==> config.mk <==
export PLATFORM = sky130hd
export DESIGN_NAME = fetch_unit
export DESIGN_NICKNAME = d
export VERILOG_FILES = /design/src/rtl/fetch_unit.sv
export SDC_FILE = /design/constraint.sdc
export NUM_CORES = 1
export LEC_CHECK = 0
export CORE_MARGIN = 1
export CORE_UTILIZATION = 35
export CTS_CLUSTER_DIAMETER = 100
export DETAILED_ROUTE_END_ITERATION = 12
export DONT_BUFFER_PORTS = 1
export GPL_TIMING_DRIVEN = 1
export SLEW_MARGIN = 20
export SYNTH_ARGS = -nofsm -noshare
export SYNTH_HDL_FRONTEND = slang
export SYNTH_SLANG_ARGS = --single-unit
==> constraint.sdc <==
create_clock -name clk -period 1.46 [get_ports clk]
set_input_delay 0.219 -clock clk [delete_from_list [all_inputs] [get_ports clk]]
set_output_delay 0.219 -clock clk [all_outputs]
set_load 0.01 [all_outputs]
==> src/rtl/fetch_unit.sv <==
// -----------------------------------------------------------------------------
// fetch_unit
//
// Instruction fetch front end. Keeps the program counter, issues at most one
// outstanding read to instruction memory, and presents each returned
// instruction with its PC in a one-entry output register. Redirects (branch or
// jump) replace the PC immediately. A response for a request made before the
// redirect is dropped, either in the cycle it arrives or in the S_DRAIN state.
//
// Optional feature:
//   FETCH_UNIT_PERF_CNT_EN - when defined, adds a 32-bit fetch_count output.
//                            It counts out_valid && out_ready handshakes.
//
// Ports:
//   clk              in   sole clock, rising edge
//   rst              in   synchronous active-high reset
//   redirect_valid   in   branch/jump redirect request
//   redirect_pc      in   redirect target, used as-is
//   imem_req_valid   out  instruction-memory read request
//   imem_req_addr    out  request address (always the current PC)
//   imem_req_ready   in   memory accepts the request
//   imem_resp_valid  in   read data valid
//   imem_resp_instr  in   read data
//   out_valid        out  pc_out/instr_out hold a fetched instruction
//   out_ready        in   downstream accepts the instruction
//   pc_out           out  PC of the presented instruction
//   instr_out        out  presented instruction
//   fetch_count      out  handshake counter (only with FETCH_UNIT_PERF_CNT_EN)
// -----------------------------------------------------------------------------
module fetch_unit #(
    parameter int                    ADDR_WIDTH  = 12,
    parameter int                    INSTR_WIDTH = 32,
    parameter logic [ADDR_WIDTH-1:0] RESET_PC    = '0
) (
    input  logic                   clk,
    input  logic                   rst,
    input  logic                   redirect_valid,
    input  logic [ADDR_WIDTH-1:0]  redirect_pc,
    output logic                   imem_req_valid,
    output logic [ADDR_WIDTH-1:0]  imem_req_addr,
    input  logic                   imem_req_ready,
    input  logic                   imem_resp_valid,
    input  logic [INSTR_WIDTH-1:0] imem_resp_instr,
    output logic                   out_valid,
    input  logic                   out_ready,
    output logic [ADDR_WIDTH-1:0]  pc_out,
    output logic [INSTR_WIDTH-1:0] instr_out
`ifdef FETCH_UNIT_PERF_CNT_EN
    ,
    output logic [31:0]            fetch_count
`endif
);

    typedef enum logic [1:0] {
        S_REQ,
        S_WAIT,
        S_DRAIN
    } state_t;

    state_t                 state;
    state_t                 state_next;
    logic [ADDR_WIDTH-1:0]  pc;
    logic [ADDR_WIDTH-1:0]  pc_next;
    logic                   out_valid_next;
    logic [ADDR_WIDTH-1:0]  pc_out_next;
    logic [INSTR_WIDTH-1:0] instr_out_next;

    logic out_free;
    logic req_fire;

    // A new request may go out only when the output register will have room
    // for its result: it is empty now, or it is being consumed this cycle.
    assign out_free       = !out_valid || out_ready;
    assign imem_req_valid = (state == S_REQ) && out_free && !rst;
    assign imem_req_addr  = pc;
    assign req_fire       = imem_req_valid && imem_req_ready;

    always_ff @(posedge clk) begin
        if (rst) begin
            state     <= S_REQ;
            pc        <= RESET_PC;
            out_valid <= 1'b0;
            pc_out    <= '0;
            instr_out <= '0;
        end else begin
            state     <= state_next;
            pc        <= pc_next;
            out_valid <= out_valid_next;
            pc_out    <= pc_out_next;
            instr_out <= instr_out_next;
        end
    end

    always_comb begin
        state_next     = state;
        pc_next        = pc;
        // The presented instruction leaves on a handshake; otherwise it is held.
        out_valid_next = out_valid && !out_ready;
        pc_out_next    = pc_out;
        instr_out_next = instr_out;

        if (redirect_valid) begin
            // A redirect wins over everything else. Any request still in
            // flight after this edge belongs to the old path. S_DRAIN swallows
            // its response when it arrives.
            pc_next        = redirect_pc;
            out_valid_next = 1'b0;
            case (state)
                S_REQ:   state_next = req_fire ? S_DRAIN : S_REQ;
                S_WAIT:  state_next = imem_resp_valid ? S_REQ : S_DRAIN;
                S_DRAIN: state_next = S_DRAIN;
                default: state_next = S_REQ;
            endcase
        end else begin
            case (state)
                S_REQ: begin
                    if (req_fire) begin
                        state_next = S_WAIT;
                    end
                end
                S_WAIT: begin
                    if (imem_resp_valid) begin
                        pc_out_next    = pc;
                        instr_out_next = imem_resp_instr;
                        out_valid_next = 1'b1;
                        pc_next        = pc + ADDR_WIDTH'(4);
                        state_next     = S_REQ;
                    end
                end
                S_DRAIN: begin
                    if (imem_resp_valid) begin
                        state_next = S_REQ;
                    end
                end
                default: state_next = S_REQ;
            endcase
        end
    end

`ifdef FETCH_UNIT_PERF_CNT_EN
    always_ff @(posedge clk) begin
        if (rst) begin
            fetch_count <= '0;
        end else if (out_valid && out_ready) begin
            fetch_count <= fetch_count + 32'd1;
        end
    end
`endif

endmodule

==> impl_metrics.tcl <==
set metrics [dict create \
    status "complete, but fails checks" \
    failed_checks "DRC, hold timing, setup timing" \
    synth-seq-cells 59 \
    rsz0062_at_grt "true" \
    fin_crit_sh_pct 100 \
    place_ws_ns -0.0323 \
    yosysTopAreaCellShare_pct 49.8 \
    crit_arrival_ns 1.72 \
    antenna_found_initial 0 \
    synth_area_per_cell_um2 8.10 \
    fin_hold_ws_ns -0.0563 \
    cts_sinks 59 \
    crit_fanout 6 \
    wirelength_um 5990 \
    cts_tree "yes" \
    boundaryPins 108 \
    ctsRootBufferMaster "clkbuf_8" \
    syn2layout_area_growth_pct 27.1 \
    cts_buffers 9 \
    skew_ns 0.0102 \
    vias_per_cell 5.03 \
    wl_per_cell_um 15.0 \
    slowest_delay_ns 0.41 \
    fin_nets 372 \
    hold_class "in -> reg" \
    grt_pass1_wl_um 9140 \
    finalWorstSetupSlack_ns -0.00649 \
    dp_hpwl_um 3750 \
    slew_headroom_pct 80.6 \
    synthFlopType "dfxtp_1" \
    synth_top_area_cell "dfxtp_1" \
    antenna_cells 0 \
    async_reset_ff_share_pct 0 \
    num_rows 29 \
    seq_area_frac_synth_pct 49.8 \
    htreeDepth 3 \
    cp.required_ns 1.72 \
    clock_path_buffers 2 \
    cp-start-kind "register" \
    power.leakage_uw 0.00105 \
    dpl_cell_area_mm2 0.00257 \
    power.density_mw_per_mm2 1130 \
    drt_iter0_drc 105 \
    via_count 2007 \
    die_w_um 84.4 \
    syn-num-nets 348 \
    crit_chain "inv_2, ha_4, buf_6, nand4_4, or3_1, a311oi_2" \
    design_area_mm2 0.00302 \
    numPortBuffers 0 \
    power.total_uw 3400 \
    slowest_stage "or3_1" \
    clkLatencyLatePin_ns 0.34 \
    start_util_pct 36.7 \
    grt_pass1_vias 1942 \
    drc 16 \
    final_common_cell "nand2_1" \
    die_h_um 84.4 \
    slew_viol_final 0 \
    ir_drop_v 0.000550 \
    netlist_instances 293 \
    period_minus_slack_ns 1.47 \
    hold_viol_final 50 \
    yosysWarnings 0 \
    mostFrequentLayoutCells "96 x nand2_1, 57 x dfxtp_1, 48 x a21oi_1" \
    track_usage_pct 16.9 \
    gp_congestion 0.720 \
    drive_above_1_share_pct 20.8 \
    syn_area_mm2 0.00237 \
    synth_area_leaders "dfxtp_1 50%, nand2_1 15%, a21oi_1 11%" \
    drtPass1Iterations 8 \
    path_class "reg -> reg" \
    dieArea_mm2 0.00711 \
    maxCapViolCount 0 \
    tns_ns -0.00649 \
    clk_pin_slew_ns 0.08 \
    cts_hold_buf 3 \
    clock.fmax_mhz 682 \
    core_mm2 0.00646 \
    setup.worst_path.end_class "register" \
    antenna_left 0 \
    tightest_slew_ns 0.283 \
    grt_overflow 0 \
    finalSetupViolations 1 \
    grt_start_max_net_pins 63 \
    synth_edf_count 0 \
    synth_cell_type_count 32 \
]
==> state kept, by name (all words and copies together) (netlist names) <==
register,flops
out_valid,1
instr_out,32
state,2
imem_req_addr,12
pc_out,12
==> final cells by class <==
cell class              instances  area (um2)
repair buffers                 32         337
clock buffers                   9         124
fillers                       647        3440
flip-flops and latches         59        1180
multi-input cells             208        1170
well taps                      77        96.3
inverters                       7        28.8
clock inverters                 7        76.3
==> worst paths after layout <==
kind | from | end | slack (ns) | depth (start not counted)
min reg2reg | instr_out[13] | instr_out[13] | 0.49 | 2
min | rst | instr_out[23] | -0.06 | 1
max reg2reg | state[1] | imem_req_addr[7] | -0.006 | 6
max | state[1] | imem_req_addr[7] | -0.006 | 6
==> synthesized netlist by cell type (3+ instances only) <==
cell,instances
nand3_2,3
ha_1,5
clkbuf_1,7
inv_1,6
dfxtp_1,59
nor3_1,4
nor2_1,14
nand2_1,97
a211oi_1,3
buf_2,8
mux2i_1,3
xnor2_1,7
a311oi_1,3
a21oi_1,50
==> critical path: cells and delay by family (launching register included) <==
kind / cells / cell delay, ns
buf+inv: 2 / 0.19
compound gates: 1 / 0.23
flops: 1 / 0.32
simple gates: 2 / 0.53
fa+ha+maj: 1 / 0.12
==> through the flow <==
step | std cells | util [%]
2_1_floorplan | 293 | -
3_3_place_gp | 371 | 39.8
3_5_place_dp | 371 | 39.8
4_1_cts | 395 | 44.3
5_1_grt | 399 | 46.7
6_report | 399 | 46.7
==> power by group <==
group	total, uW	leakage, uW	switching (uW)	internal (uW)
combinational	254	0.000471	124	130
sequential	1670	0.000479	30.4	1640
clock	1480	0.0000958	683	795
total	3400	0.00105	837	2570
==> metal layers <==
metal | wire length [um] | GRT usage, % | share of wire (%)
met5 | 0 | 0 | 0
met2 | 2910 | 28.4 | 49
met4 | 69 | 6.93 | 1.2
met1 | 2360 | 18.0 | 39
met3 | 654 | 8.65 | 11
==> kinds of logic after synthesis <==
kind of cell | after synthesis | synth area share, %
AND/OR/NAND/NOR | 131 | 24.4
AO/OA/AOI/OAI | 62 | 14.5
XOR/XNOR | 7 | 2.58
adder cells (fa/ha/maj) | 5 | 2.64
flip-flops | 59 | 49.8
multiplexers | 3 | 1.27
buffers and inverters | 26 | 4.85
==> repair_timing <==
item                                    CTS  global route
cloned                                    0             2
endpoints found under the setup margin    3            39
pin swaps                                 3             7
buffers inserted                          5             2
hold endpoints to repair                 58            56
resized for setup                         7            15
(Power assumes the default switching activity.)
